**config.mk**
```make
export PLATFORM = sky130hd
export DESIGN_NAME = fnd_scan_decoder
export DESIGN_NICKNAME = d
export VERILOG_FILES = /design/src/rtl/fnd_scan_decoder.sv
export SDC_FILE = /design/constraint.sdc
export NUM_CORES = 1
export LEC_CHECK = 0
export BUFFER_PORTS_ARGS = -buffer_cell sky130_fd_sc_hd__buf_2
export CAP_MARGIN = 20
export CELL_PAD_IN_SITES_DETAIL_PLACEMENT = 0
export CELL_PAD_IN_SITES_GLOBAL_PLACEMENT = 1
export CORE_MARGIN = 2
export CORE_UTILIZATION = 49
export DETAILED_ROUTE_END_ITERATION = 6
export PLACE_DENSITY = 0.82
export REMOVE_ABC_BUFFERS = 1
export SYNTH_ARGS = -nofsm -noshare
export SYNTH_HDL_FRONTEND = slang
export SYNTH_SLANG_ARGS = --single-unit
```
**constraint.sdc**
```tcl
create_clock -name clk -period 5.85 [get_ports clk]
set_clock_uncertainty 0.2 [all_clocks]
set_input_delay 0.2925 -clock clk [delete_from_list [all_inputs] [get_ports clk]]
set_output_delay 0.2925 -clock clk [all_outputs]
set_load 0.02 [all_outputs]
```
**src/rtl/fnd_scan_decoder.sv**
```systemverilog
// fnd_scan_decoder: observer for a 4-digit active-low multiplexed 7-segment scan bus.
// Define FND_DEC_BLANK_AS_ZERO_EN to decode an all-off digit as 0 instead of an error.
module fnd_scan_decoder #(
    parameter int STABLE_CYC  = 4,
    parameter int TIMEOUT_CYC = 1_000_000
) (
    input  logic        clk,
    input  logic        rst,
    input  logic [3:0]  fnd_com,
    input  logic [7:0]  fnd_data,
    output logic [13:0] value,
    output logic        value_vld,
    output logic        seg_err,
    output logic        timeout
);
    localparam int SW = $clog2(STABLE_CYC + 1);
    localparam int TW = $clog2(TIMEOUT_CYC + 1);

    typedef enum logic [1:0] {
        IDLE   = 2'd0,
        SETTLE = 2'd1,
        HELD   = 2'd2
    } state_t;

    state_t        state_q, state_d;
    logic [SW-1:0] stab_cnt_q, stab_cnt_d, stab_next;
    logic [TW-1:0] tmo_cnt_q, tmo_cnt_d;
    logic [3:0]    mask_q, mask_d;
    logic [3:0]    err_q, err_d;
    logic [3:0]    dig_q [4];
    logic [3:0]    dig_d [4];
    logic [13:0]   value_q, value_d;
    logic          value_vld_q, value_vld_d;
    logic          seg_err_q, seg_err_d;
    logic          timeout_q, timeout_d;
    logic [10:0]   pair_q, pair;
    logic          same, is_onehot, sample;
    logic [1:0]    slot;
    logic [4:0]    dec;
    logic          unused_dp;

    assign unused_dp = fnd_data[7];
    assign pair      = {fnd_com, fnd_data[6:0]};
    assign same      = (pair == pair_q);

    // Returns {err, bcd}; anything outside the digit table is an error with bcd 0.
    function automatic logic [4:0] seg_decode(input logic [6:0] seg);
        logic [4:0] r;
        case (seg)
            7'h40:   r = 5'd0;
            7'h79:   r = 5'd1;
            7'h24:   r = 5'd2;
            7'h30:   r = 5'd3;
            7'h19:   r = 5'd4;
            7'h12:   r = 5'd5;
            7'h02:   r = 5'd6;
            7'h78:   r = 5'd7;
            7'h00:   r = 5'd8;
            7'h10:   r = 5'd9;
`ifdef FND_DEC_BLANK_AS_ZERO_EN
            7'h7F:   r = 5'd0;
`endif
            default: r = 5'b1_0000;
        endcase
        return r;
    endfunction

    function automatic logic [13:0] bcd4_to_bin(input logic [3:0] d3, input logic [3:0] d2,
                                                 input logic [3:0] d1, input logic [3:0] d0);
        return 14'(d3) * 14'd1000 + 14'(d2) * 14'd100 + 14'(d1) * 14'd10 + 14'(d0);
    endfunction

    always_comb begin
        is_onehot = 1'b0;
        slot      = 2'd0;
        case (fnd_com)
            4'b1110: begin is_onehot = 1'b1; slot = 2'd0; end
            4'b1101: begin is_onehot = 1'b1; slot = 2'd1; end
            4'b1011: begin is_onehot = 1'b1; slot = 2'd2; end
            4'b0111: begin is_onehot = 1'b1; slot = 2'd3; end
            default: begin is_onehot = 1'b0; slot = 2'd0; end
        endcase
    end

    // Dwell tracking: a digit is sampled once, on the cycle its pair has held STABLE_CYC clocks.
    always_comb begin
        state_d    = state_q;
        stab_cnt_d = stab_cnt_q;
        sample     = 1'b0;
        stab_next  = (state_q == SETTLE && same) ? stab_cnt_q + SW'(1) : SW'(1);
        if (state_q == HELD && same) begin
            state_d = HELD;
        end else if (!is_onehot) begin
            state_d    = IDLE;
            stab_cnt_d = '0;
        end else if (stab_next == SW'(STABLE_CYC)) begin
            state_d    = HELD;
            stab_cnt_d = stab_next;
            sample     = 1'b1;
        end else begin
            state_d    = SETTLE;
            stab_cnt_d = stab_next;
        end
    end

    always_comb begin
        dec         = seg_decode(fnd_data[6:0]);
        mask_d      = mask_q;
        err_d       = err_q;
        dig_d       = dig_q;
        value_d     = value_q;
        seg_err_d   = seg_err_q;
        value_vld_d = 1'b0;
        timeout_d   = 1'b0;
        tmo_cnt_d   = tmo_cnt_q + TW'(1);
        if (mask_q == 4'b1111) begin
            value_d     = bcd4_to_bin(dig_q[3], dig_q[2], dig_q[1], dig_q[0]);
            seg_err_d   = |err_q;
            value_vld_d = 1'b1;
            mask_d      = '0;
            err_d       = '0;
            tmo_cnt_d   = '0;
        end else if (tmo_cnt_q == TW'(TIMEOUT_CYC - 1)) begin
            timeout_d = 1'b1;
            mask_d    = '0;
            err_d     = '0;
            tmo_cnt_d = '0;
        end
        // A digit sampled on the completion/timeout cycle belongs to the next frame.
        if (sample) begin
            mask_d[slot] = 1'b1;
            err_d[slot]  = dec[4];
            dig_d[slot]  = dec[3:0];
        end
    end

    always_ff @(posedge clk or negedge rst) begin
        if (!rst) begin
            state_q     <= IDLE;
            stab_cnt_q  <= '0;
            tmo_cnt_q   <= '0;
            mask_q      <= '0;
            err_q       <= '0;
            value_q     <= '0;
            value_vld_q <= 1'b0;
            seg_err_q   <= 1'b0;
            timeout_q   <= 1'b0;
        end else begin
            state_q     <= state_d;
            stab_cnt_q  <= stab_cnt_d;
            tmo_cnt_q   <= tmo_cnt_d;
            mask_q      <= mask_d;
            err_q       <= err_d;
            value_q     <= value_d;
            value_vld_q <= value_vld_d;
            seg_err_q   <= seg_err_d;
            timeout_q   <= timeout_d;
        end
    end

    // Digit slots are only read once all four mask bits are set, so they need no reset.
    always_ff @(posedge clk) begin
        pair_q <= pair;
        dig_q  <= dig_d;
    end

    assign value     = value_q;
    assign value_vld = value_vld_q;
    assign seg_err   = seg_err_q;
    assign timeout   = timeout_q;

endmodule

```
==> results of run 1 <==
-- flip-flops by register name (all words and copies together), names as in the netlist --
| signal | count |
|---|---|
| tmo_cnt_q | 20 |
| dig_q | 16 |
| value | 14 |
| pair_q | 11 |
| err_q | 4 |
| mask_q | 4 |
| stab_cnt_q | 3 |
| state_q | 2 |
| seg_err | 1 |
| timeout | 1 |
| value_vld | 1 |
-- metal layers --
layer  GRT usage  wire length [microns]  up-vias
li1            -                      -     1665
met1       0.220                   3910     1583
met2       0.298                   4240       46
met3      0.0420                    271        4
met4      0.0415                     43        0
met5           0                      0        -
-- power groups by stage --
stage	clock network (mW)	registers [mW]	logic [mW]
after floorplan	0	0.564	0.0189
after global placement	0	0.564	0.0400
after detailed placement	0	0.564	0.0412
after CTS	0.360	0.553	0.0476
after global routing	0.385	0.553	0.0548
final	0.345	0.553	0.0486
-- layout by cell type, fill, tap and decap left out, types with 10 or more instances in the layout --
cell and instances:
buf_2 29, dfrtp_1 50, dfxtp_1 11, dlygate4sd3_1 12
edfxtp_1 16, fa_1 17, ha_1 52, inv_1 37
nand2_1 49, nand3_1 13, nor2_1 38, nor3_1 10
o21ai_0 18, xnor2_1 18, xor2_1 31
-- kinds of logic after synthesis --
family / Yosys count / synth area share
buffers and inverters: 47 / 0.0391
xor gates and xnor gates: 49 / 0.0894
DFF: 77 / 0.407
adders and majority gates: 69 / 0.206
muxes: 6 / 0.0125
and+or+nand+nor: 150 / 0.159
AOI/OAI and AO/OA: 62 / 0.0871
-- cell usage after synthesis, drive strengths merged (2+ instances only) --
library cell   n
nand4          5
and3           6
inv           37
nand3b         2
o21bai         4
a21oi          9
nor4           4
clkbuf         6
nand3         13
nand2         49
mux2i          6
a21o           8
o21ai         18
nor2          39
edfxtp        16
o21a           3
nor3b          5
xor2          31
o31ai          4
or2            3
ha            52
and4           3
o221ai         2
xnor2         18
nand2b         2
o31a           2
buf            4
dfxtp         11
nor3          10
o41ai          2
a211oi         4
nor2b          4
a211o          2
fa            17
dfrtp         50
-- cell type report --
class	count	area, sq um	area share
Clock buffer	12	135	0.0252
Clock inverter	4	25.0	0.00466
Inverter	37	139	0.0259
Multi-Input combinational cell	336	2660	0.495
Sequential cell	77	1950	0.363
Tap cell	133	166	0.0310
Timing Repair Buffer	43	293	0.0545
-- critical path, cell delays in order, from the launching register on --
cell	delay [ps]
edfxtp_1	510
fa_1	670
fa_1	460
ha_1	360
a21o_1	200
a21oi_1	220
xor2_1	190
ha_1	250
ha_1	300
ha_1	350
a21oi_1	190
inv_1	80
o41ai_1	520
o21ai_0	220
xnor2_1	150
o21ai_0	130
-- through the flow --
stage | setup slack (ps) | std cells
final | 769 | 642
after floorplan | 1170 | 450
after CTS | 750 | 641
after global placement | 845 | 613
after global routing | 516 | 642
after detailed placement | 786 | 613
-- path summary, 6_finish.rpt --
kind / startpoint / to / slack, ps / cells past startpoint
max: dig_q[2] / value[13] / 770 / 15
min: rst / value[5] / 170 / 2
max reg2reg: dig_q[2] / value[13] / 770 / 15
min reg2reg: dig_q[12] / value[0] / 250 / 2
max in group asynchronous: rst / mask_q[1] / 4760 / 3
min in group clk: dig_q[12] / value[0] / 250 / 2
-- what timing repair did --
action / CTS / global route
setup endpoints to repair: 0 / 0
hold buffers: 12 / 0
hold endpoints to repair: 26 / 0
==> flow_summary_export.csv, run 1 <==
group,metric,value,unit
power_and_ir_drop,total_power,946,uW
placement,place_area,5070,sq um
cts,clkTransAtPathRegs,90,ps
sta,slew_headroom,0.564,
cts,cts_tree,"yes",
floorplanning,die_h,103,microns
power_and_ir_drop,vdd_drop_max,0.103,mV
synth,synth_warnings,0,
sta,rsz0062_at_grt,"no",
cts,postCtsResizedCells,0,
synth,ys.flop_type,"dfrtp_1",
cts,post_cts_buffers,0,
placement,dpl.hpwl,6.40,mm
critical_path,worstSetupStartpointType,"flip-flop",
run_status,status,"finished, final reports clean",
sta,fmax,0.197,GHz
cts,cts.path.max_buffers,2,
critical_path,crit_arrival,5150,ps
cts,cts_root_buffer,"clkbuf_8",
final_layout,num-fill-cells,856,
route,initialDrtViolationCount,85,
synth,ys_ff_latch,77,
route,dr.pass1.iters,4,
critical_path,crit_path_max_fanout,6,
route,routed_wl,8.47,mm
sta,tightest_slew,649,ps
sta,post-route-period-util,0.868,
placement,gp_routability_congestion,0.789,
hold_path,hold_path.class,"input pin to asynchronous set/reset pin",
synth,synth-seq-area-share,0.407,
synth,syn_area,4800,sq um
sta,hold_viol,0,
power_and_ir_drop,swShare,0.235,
grt,grtUsageTotal,0.173,
synth,synth-edff-count,16,
cts,cts_max_level,3,
route,vias_per_cell,5.14,
cts,cts_buffers,9,
sta,fin_crit,5080,ps
sta,fin_setup_tns,0,ps
grt,grt_overflow,0,
power_and_ir_drop,switching_power,222,uW
sta,slew_viol_final,0,
synth,synth_cells,460,
cts,clock-sinks,77,
placement,io_buffers,29,
grt,grt_max_degree,51,
floorplanning,start_util,0.498,
synth,yosysTopAreaCellShare,0.261,
cts,clk_latency,350,ps
power_and_ir_drop,p_leak,2.72,nW
sta,whs,166,ps
final_layout,final_core_util,0.557,
synth,avgSynthCellArea,10.4,sq um
route,vias,3298,
route,wl_per_cell,13.2,microns
grt,grt_pass1_wl,14.3,mm
route,drc,0,
final_layout,final_area,5370,sq um
floorplanning,rows,36,
floorplanning,dieArea,10600,sq um
synth,synth.distinct_cells,51,
route,postRouteAntennaNets,0,
critical_path,required,5910,ps
final_layout,fin_nets,587,
flow_run,maxCapViolCount,0,
power_and_ir_drop,seq_power_share,0.584,
grt,antenna_found_initial,0,
final_layout,area_growth,11.9,%
power_and_ir_drop,powerDensity,176,nW/um^2
final_layout,drive_gt1_frac,0.112,
power_and_ir_drop,power.share.clock,0.365,
synth,async_flop_share,0.649,
critical_path,crit_type,"flip-flop to flip-flop",
critical_path,end_kind,"flip-flop",
grt,grt_pass1_vias,3181,
floorplanning,coreArea,9640,sq um
sta,setup_violations,0,
synth,synth.area.top_cells,"dfrtp_1 (26%), ha_1 (14%), edfxtp_1 (10%)",
floorplanning,ios,31,
power_and_ir_drop,power.internal,724,uW
synth,synth_area_leader_cell,"dfrtp_1",
power_and_ir_drop,combPwrFrac,0.051,
floorplanning,die_w,103,microns
final_layout,n_antenna_cell,0,
(Power assumes the default switching activity.)
==> run 2, diff against run 1 <==
--- a/config.mk
+++ b/config.mk
@@ -13,7 +13,6 @@
 export CORE_UTILIZATION = 49
 export DETAILED_ROUTE_END_ITERATION = 6
 export PLACE_DENSITY = 0.82
-export REMOVE_ABC_BUFFERS = 1
 export SYNTH_ARGS = -nofsm -noshare
 export SYNTH_HDL_FRONTEND = slang
 export SYNTH_SLANG_ARGS = --single-unit
==> flow_summary_export.csv, run 2 (synthesized netlist as in run 1, its figures left out) <==
group,metric,value,unit
run_status,status,"finished, final reports clean",
power_and_ir_drop,swShare,0.229,
route,drc,0,
route,initialDrtViolationCount,136,
floorplanning,coreArea,9640,sq um
critical_path,crit_arrival,5120,ps
critical_path,crit_path_max_fanout,6,
cts,clock-sinks,77,
sta,rsz0062_at_grt,"no",
floorplanning,rows,36,
sta,slew_headroom,0.555,
critical_path,end_kind,"flip-flop",
grt,grt_pass1_vias,3193,
placement,dpl.hpwl,6.34,mm
route,dr.pass1.iters,4,
final_layout,largest_reg_flops,20,
cts,cts_max_level,3,
power_and_ir_drop,seq_power_share,0.553,
sta,fmax,0.198,GHz
floorplanning,dieArea,10600,sq um
final_layout,final_common_cell,"ha_1",
cts,postCtsResizedCells,0,
critical_path,worstSetupStartpointType,"flip-flop",
sta,setup_violations,0,
power_and_ir_drop,combPwrFrac,0.048,
sta,hold_viol,0,
route,postRouteAntennaNets,0,
cts,cts_buffers,9,
route,wl_per_cell,13.0,microns
sta,slew_viol_final,0,
grt,grt_pass1_wl,14.5,mm
grt,grtUsageTotal,0.175,
floorplanning,die_h,103,microns
sta,fin_crit,5060,ps
flow_run,maxCapViolCount,0,
sta,fin_ws,787,ps
power_and_ir_drop,powerDensity,185,nW/um^2
final_layout,fin_nets,587,
floorplanning,die_w,103,microns
hold_path,hold_path.class,"input pin to asynchronous set/reset pin",
cts,clk_latency,350,ps
sta,post-route-period-util,0.865,
cts,cts.path.max_buffers,2,
final_layout,largest_register,"tmo_cnt_q",
floorplanning,start_util,0.498,
power_and_ir_drop,switching_power,229,uW
placement,gp_routability_congestion,0.815,
final_layout,most-common-layout-cells,"ha_1 (52), dfrtp_1 (50), nand2_1 (49), nor2_1 (38), inv_1 (37)",
power_and_ir_drop,power.internal,770,uW
synth,synth_fp_nets,543,
power_and_ir_drop,p_leak,2.73,nW
cts,cts_tree,"yes",
grt,antenna_found_initial,0,
route,vias_per_cell,5.07,
route,routed_wl,8.34,mm
power_and_ir_drop,power.share.clock,0.399,
cts,clkTransAtPathRegs,80,ps
placement,io_buffers,29,
critical_path,crit_type,"flip-flop to flip-flop",
sta,tightest_slew,662,ps
power_and_ir_drop,vdd_drop_max,0.122,mV
floorplanning,ios,31,
sta,fin_setup_tns,0,ps
grt,grt_overflow,0,
critical_path,required,5910,ps
cts,cts_root_buffer,"clkbuf_8",
final_layout,area_growth,12.6,%
grt,grt_max_degree,51,
final_layout,n_antenna_cell,0,
route,vias,3252,
placement,place_worst_setup_slack,785,ps
final_layout,drive_gt1_frac,0.116,
-- run 2: metrics by stage --
| step | power, mW | instances | hold WS, ps | utilization | instance area [sq um] |
|---|---|---|---|---|---|
| 6_report | 0.999 | 642 | 148 | 0.561 | 5410 |
| 4_1_cts | 1.02 | 641 | 265 | 0.559 | 5390 |
| 2_1_floorplan | 0.587 | 460 | -203 | - | 4800 |
| 5_1_grt | 1.04 | 642 | 167 | 0.561 | 5410 |
| 3_5_place_dp | 0.605 | 613 | 247 | 0.526 | 5070 |
| 3_3_place_gp | 0.603 | 613 | 236 | 0.526 | 5070 |
-- run 2: routing by layer --
metal  vias to the layer above  track usage  wire length, microns  part of all wire
li1                       1660            -                     -                 -
met1                      1540        0.214                  3890              0.47
met2                        47        0.315                  4160              0.50
met3                         5       0.0353                   229             0.027
met4                         0       0.0486                    61            0.0073
met5                         -            0                     0                 0
-- run 2: timing repair --
item                                   4_1_cts  5_1_grt
hold buffers                                12        0
endpoints found under the hold margin       46        0
buffers inserted                             0        0
-- run 2: final cells by class --
type | instances | area [sq um]
fill | 870 | 4230
multi-input combinational | 336 | 2660
sequential | 77 | 1950
timing repair buffer | 43 | 293
tap | 133 | 166
inverter | 37 | 139
clock buffer | 10 | 128
clock inverter | 6 | 68.8
-- run 2: critical path, cell delays in order, from the launching register on --
cell and delay [ps]:
edfxtp_1 510, fa_1 680, fa_1 460, ha_1 370
a21o_1 200, a21oi_1 230, xor2_1 180, ha_1 250
ha_1 300, ha_1 350, a21oi_1 180, inv_1 70
o41ai_1 500, o21ai_0 210, xnor2_1 150, o21ai_0 150
-- run 2: path summary, 6_finish.rpt --
check                           from  slack, ps  depth (start not counted)         to
max in group asynchronous        rst       4800                          3  mask_q[3]
hold reg to reg            dig_q[12]        260                          2   value[0]
min in group clk           dig_q[12]        260                          2   value[0]
setup / recovery            dig_q[2]        790                         15  value[13]
setup reg to reg            dig_q[2]        790                         15  value[13]
hold / removal                   rst        150                          2   value[4]
-- run 2: power groups by stage --
stage / Sequential [mW] / Clock [mW] / Combinational [mW]
6_report: 0.553 / 0.399 / 0.0480
4_1_cts: 0.553 / 0.416 / 0.0469
5_1_grt: 0.553 / 0.436 / 0.0541
3_3_place_gp: 0.564 / 0 / 0.0396
2_1_floorplan: 0.564 / 0 / 0.0234
3_5_place_dp: 0.564 / 0 / 0.0408
